### config.mk
export PLATFORM = sky130hd
export DESIGN_NAME = imem_fetch
export DESIGN_NICKNAME = d
export VERILOG_FILES = /design/src/rtl/imem_fetch.sv
export SDC_FILE = /design/constraint.sdc
export NUM_CORES = 2
export LEC_CHECK = 0
export ABC_CLOCK_PERIOD_IN_PS = 5500
export CAP_MARGIN = 20
export CORE_MARGIN = 2
export CORE_UTILIZATION = 55
export CTS_CLUSTER_DIAMETER = 200
export DETAILED_ROUTE_END_ITERATION = 8
export PLACE_DENSITY = 0.71
export RECOVER_POWER = 100
export SKIP_LAST_GASP = 1
export SLEW_MARGIN = 20
export SYNTH_ARGS = -nofsm -noshare
export SYNTH_HDL_FRONTEND = slang
export SYNTH_SLANG_ARGS = --single-unit
### constraint.sdc
create_clock -name clk -period 5.5 [get_ports clk]
set_input_delay 1.1 -clock clk [delete_from_list [all_inputs] [get_ports clk]]
set_output_delay 1.1 -clock clk [all_outputs]
set_load 0.03 [all_outputs]
### src/rtl/imem_fetch.sv
// rtl/imem_fetch.sv - instruction memory responder with fetch PC and boot-load port
// LOAD fills the program store; RUN serves one registered word per rom_rd strobe.
module imem_fetch #(
  parameter int ADDR_W = 8,
  parameter int DATA_W = 16
) (
  input  logic              clk,
  input  logic              rst,
  input  logic              rom_rd,
  output logic [DATA_W-1:0] ROM_data,
  output logic [ADDR_W-1:0] pc,
  input  logic              redirect_en,
  input  logic [ADDR_W-1:0] redirect_addr,
  input  logic              load_valid,
  input  logic [DATA_W-1:0] load_data,
  input  logic              load_last,
  input  logic              boot_skip,
  output logic              load_ready,
  output logic              running
);

  typedef enum logic {LOAD, RUN} state_t;

  state_t            state;
  logic [ADDR_W-1:0] lptr;
  logic [DATA_W-1:0] mem [0:(1<<ADDR_W)-1];
  logic              mem_we;
  logic              lptr_full;

  assign mem_we    = (state == LOAD) && load_valid;
  assign lptr_full = (lptr == {ADDR_W{1'b1}});

  // The store has no reset so a boot_skip after reset keeps the previous image.
  always_ff @(posedge clk) begin
    if (mem_we) begin
      mem[lptr] <= load_data;
    end
  end

  always_ff @(posedge clk or negedge rst) begin
    if (!rst) begin
      state      <= LOAD;
      lptr       <= '0;
      pc         <= '0;
      ROM_data   <= '0;
      load_ready <= 1'b1;
      running    <= 1'b0;
    end else begin
      case (state)
        LOAD: begin
          if (load_valid) begin
            if (!lptr_full) begin
              lptr <= lptr + 1'b1;
            end
            if (load_last || boot_skip || lptr_full) begin
              state      <= RUN;
              pc         <= '0;
              load_ready <= 1'b0;
              running    <= 1'b1;
            end
          end else if (boot_skip) begin
            state      <= RUN;
            pc         <= '0;
            load_ready <= 1'b0;
            running    <= 1'b1;
          end
        end
        RUN: begin
          // A redirect inserts a null-instruction bubble while the new target is loaded.
          if (redirect_en) begin
            pc       <= redirect_addr;
            ROM_data <= '0;
          end else if (rom_rd) begin
            ROM_data <= mem[pc];
            pc       <= pc + 1'b1;
          end
        end
        default: begin
          state <= LOAD;
        end
      endcase
    end
  end

endmodule

## Word level (Yosys, flattened, before mapping)

Memories as Yosys holds them, arrays and structs flattened.
Index checks and enable logic that the tools add are counted.
W data, S select, Z words.

- Mux-type cells: 20
- $add $sub $neg: 2
- Equal/unequal tests: 5
- Bitwise operators: 2
- Reduce and logical (&&, ||, !) cells: 9

Operators with widths:

| operator | count |
|---|---|
| $mux W8 | 5 |
| $mux W16 | 2 |
| $add A8 B1 Y8 const B | 2 |
| $pmux W8 S2 | 1 |
| $mux W1 | 12 |
| $reduce_and A3 Y1 | 3 |
| $eq A8 B8 Y1 const B | 1 |
| $ne A3 B3 Y1 const B | 2 |
| $reduce_bool A2 Y1 | 2 |
| $ne A3 B2 Y1 const B | 1 |
| $logic_or A1 B1 Y1 | 2 |
| $ne A2 B1 Y1 const B | 1 |
| $not A1 Y1 | 2 |
| $reduce_and A2 Y1 | 1 |
| $logic_and A1 B1 Y1 | 1 |

- Register bits after elaboration: 35
- Memories kept: 1
- Logic and storage cells: 45
- Output and inout port bits: 26
- Memory bits (writable): 4,096

Memory list:

| memory | depth | width | rd ports | clocked after memory_dff | wr ports | line | RTL |
|---|---|---|---|---|---|---|---|
| mem | 256 | 16 | 1 | 0 | 1 | 26 | `logic [DATA_W-1:0] mem [0:(1<<ADDR_W)-1];` |

## Logic depth before layout (Yosys ltp)

- Depth after elaboration: 5
- Depth in mapped cells: 14

## Least setup slack after synthesis

OpenSTA, ideal clock, no wires.

- Kind: input port to flip-flop
- Start: input port load_valid
- End: memory mem[220][0], enable pin
- Library setup time: 0.388 ns
- Setup slack: 2.333 ns
- Stages on the path: 7
- Path buffers: 1
- Arrival: 2.779 ns
- Path through: inv_1 nor2_1 nand2_1 nor2_1 nand2_1 clkbuf_1 nor2_1

- Word-level cells in the longest chain between the ends: 3

Ends and longest elaborated chain:

| element | line | RTL |
|---|---|---|
| start, declared | 14 | `input logic load_valid,` |
| $logic_and A1 B1 Y1 | 30 | `assign mem_we = (state == LOAD) && load_valid;` |
| $mux W1 | 35 | `if (mem_we) begin` |
| $mux W1 (not written as such) | 36 | `mem[lptr] <= load_data;` |
| end, declared | 26 |  |

Every way passes these cells.

## Final worst setup path

- Start: register pc[1]
- End: register ROM_data[4]

- Word-level cells in the longest chain between the ends: 3

Ends and longest elaborated chain:

| element | line | RTL |
|---|---|---|
| start, declared | 11 | `output logic [ADDR_W-1:0] pc,` |
| start signal, assigned | 71 | `pc <= redirect_addr;` |
| start signal, assigned | 75 | `pc <= pc + 1'b1;` |
| $mem_v2 Z256 W16 | -- |  |
| $mux W16 | 73 | `end else if (rom_rd) begin` |
| $mux W16 | 70 | `if (redirect_en) begin` |
| end signal, assigned | 74 | `ROM_data <= mem[pc];` |
| end, declared | 10 | `output logic [DATA_W-1:0] ROM_data,` |

Every way passes these cells. The select of a mux whose other input is x is not followed.
A chain may end at the register's enable or synchronous reset.

==> run_results.csv <==
group,metric,value,unit
outcome,status,"finished with violations",
outcome,failed_checks,"max-capacitance violations, max-slew violations",
timing,rsz0062_at_grt,"no",
drt,num_vias,79600,
drt,drt_first_pass_iters,8,
pwr,irDropWorstVdd,0.300,mV
synth,ys_seq_area_frac,0.778,
hold_path,holdCritPathClass,"reg -> reg",
global_route,grt_antenna_before_repair,31,
synth,yosys.cell_types.count,45,
finish,finalNonFillerCells,11900,
global_route,grt_overflow,0,
pwr,power.internal,53700,uW
global_route,grt_use_total,0.281,
synth,ys_warn_count,0,
synth,synth_edf_count,4096,
synth,avgSynthCellArea,22.1,um2
timing,finalHoldViolations,0,
pwr,p_seq_frac,0.488,
clock_network,clkTransAtPathRegs,0.06,ns
placed_design,portBuffers,56,
pwr,p_sw_frac,0.249,
clock_network,clock_sinks,4131,
finish,drive_gt1_frac,0.221,
drt,drt_first_iter_violations,13200,
synth,synth-seq-cells,4131,
synth,synth_area_leaders,"edfxtp_1 (77%), mux4_2 (14%), mux2i_1 (2.6%), nor2_1 (0.72%), dfrtp_1 (0.53%)",
timing,fin_crit_sh,0.972,
floorplan,ios,57,
setup_path,cp_max_fo,52,
finish,area_growth,12.1,%
finish,layout.nets,7815,
drt,avgViaCountPerCell,6.69,
finish,fin_util,0.620,
placed_design,place.gp.congestion,0.948,
flow_run,cap_violations,41,
pwr,p_leak,0.0554,uW
global_route,grt_first_pass_wirelength,584000,um
timing,setup_slack,0.156,ns
pwr,clockPowerShare,0.377,
synth,async_reset_ff_frac,0.00847,
placed_design,dp_hpwl,247000,um
synth,synth.cell_area,159000,um2
floorplan,die_y,542,um
setup_path,critPathArrivalTime,6.18,ns
floorplan,coreArea,288000,um2
setup_path,crit_path_end_kind,"flop",
timing,setup_viol,0,
pwr,p_per_area,401,nW/um2
placed_design,dp_slack,0.709,ns
pwr,combPwrFrac,0.134,
global_route,grt_max_degree,157,
drt,wl_per_cell,34.8,um
setup_path,cp.required,6.33,ns
synth,synth_most_common_cell,"edfxtp_1",
floorplan,rows,197,
timing,fmax,187,MHz
clock_network,post_cts_buffers,0,
pwr,power_switching,17800,uW
synth,synth.top_cell.area_share,0.772,
floorplan,start_util,0.553,
synth,synthesis.nets,7256,
floorplan,die_w,542,um
clock_network,clk_latency,0.94,ns
timing,finClkSkew,0.0660,ns
synth,ys.flop_type,"edfxtp_1",
clock_network,clk_path_buf_depth,4,
drt,drtAntennaViolNets,0,
timing,max-slew-margin-rel,-2.35,
clock_network,cts_made_buffers,402,
timing,finalSetupTns,0,ns
timing,report.final.slew_viol_count,2353,
timing,finalCriticalPeriod,5.34,ns
synth,synth_common_cells,"edfxtp_1 (4096), mux4_2 (961), mux2i_1 (415)",
global_route,grt_pass1_vias,77800,
floorplan,dieArea,294000,um2
clock_network,htree_levels,5,
clock_network,cts_tree,"built",
setup_path,criticalPathCategory,"reg -> reg",
drt,drc,0,
finish,fillerInstances,19200,
placed_design,place_inst,11200,
clock_network,hold_buffers,0,
setup_path,crit_path_start_kind,"flop",
synth,syn_inst,7220,
timing,worst_pin_slew,5.02,ns
clock_network,cts_root_buf,"clkbuf_16",
drt,drt_wl_total,414000,um
synth,yosysTopAreaCell,"edfxtp_1",
clock_network,cts_resized,0,
[per-stage QoR]
stage                     cell area, um2  total power (uW)  hold slack (ns)
after floorplan                   159000             41000            0.493
after detailed placement          167000             45000            0.469
after global routing              179000             73200            0.480
after global placement            167000             44900            0.450
final                             179000             71500            0.471
after CTS                         180000             71600            0.280
[routing by layer]
metal	up-vias	track usage	wire length, um
met1	41800	0.408	154000
met3	750	0.0668	52600
li1	31600	-	-
met2	5372	0.429	193000
met4	26	0.0853	14900
met5	-	0	264
[registers in the layout (all words and copies together), names as in the netlist]
| name | flops |
|---|---|
| state | 1 |
| pc | 8 |
| load_ready | 1 |
| mem | 4096 |
| lptr | 8 |
| ROM_data | 16 |
| running | 1 |
[area by class of cell]
type | count | area, um2 | share of cell area
clock inverter | 246 | 2300 | 0.0129
clock buffer | 484 | 10600 | 0.0592
timing repair buffer | 579 | 3660 | 0.0205
tap | 3781 | 4730 | 0.0265
multi-input combinational | 2658 | 33400 | 0.187
sequential | 4131 | 124000 | 0.694
inverter | 7 | 26.3 | 0.000147
antenna | 12 | 30.0 | 0.000168
[path summary, 6_finish.rpt]
kind                                     start                      end  slack, ns  cells past startpoint
max                          pc[1]$_DFFE_PN0P_  ROM_data[4]$_DFFE_PN0P_       0.16                      8
min                        running$_DFFE_PN0P_      running$_DFFE_PN0P_       0.47                      1
max reg2reg                  pc[1]$_DFFE_PN0P_  ROM_data[4]$_DFFE_PN0P_       0.16                      8
min reg2reg                running$_DFFE_PN0P_      running$_DFFE_PN0P_       0.47                      1
max in group asynchronous                  rst        pc[0]$_DFFE_PN0P_       2.00                      2
min in group asynchronous                  rst        pc[2]$_DFFE_PN0P_       1.30                      2
[layout by cell type (no fill, tap or decap), drive strengths merged, types with 34 or more instances in the layout]
master,synthesis,final
mux4,961,961
buf,228,176
clkinv,0,185
mux2i,415,415
bufinv,0,36
nand2,159,159
nor3,53,53
clkbuf,196,843
a21oi,91,91
a211oi,48,48
nor2,304,304
edfxtp,4096,4096
o22ai,64,64
nor2b,74,74
dfrtp,34,34
nand2b,49,49
a221oi,79,79
a22oi,64,64
nand3,43,43
[cells by family after synthesis]
group,Yosys count,synth area share
AO/OA/AOI/OAI,488,0.0220
XOR/XNOR,9,0.000495
adder cells (fa/ha/maj),5,0.000393
buffers and inverters,431,0.0138
flip-flops,4131,0.778
multiplexers,1409,0.164
AND/OR/NAND/NOR,747,0.0216
[worst max-delay path, stage by stage (launching register included)]
cell and delay [ns]:
dfrtp_2 1.26, buf_12 0.38, nor2b_4 0.27, a221oi_1 0.65
a21oi_1 0.10, o311ai_0 1.39, a21oi_1 0.27, a21oi_1 0.60
a221o_1 0.25
[power groups by stage]
stage          clock network, uW  logic, uW  registers (uW)
3_3_place_gp                   0       9380           35500
6_report                   27000       9610           34900
4_1_cts                    27200       9530           34900
2_1_floorplan                  0       5590           35400
5_1_grt                    28400       9900           34900
3_5_place_dp                   0       9480           35500
No activity file was read; power rests on OpenSTA's default activity.
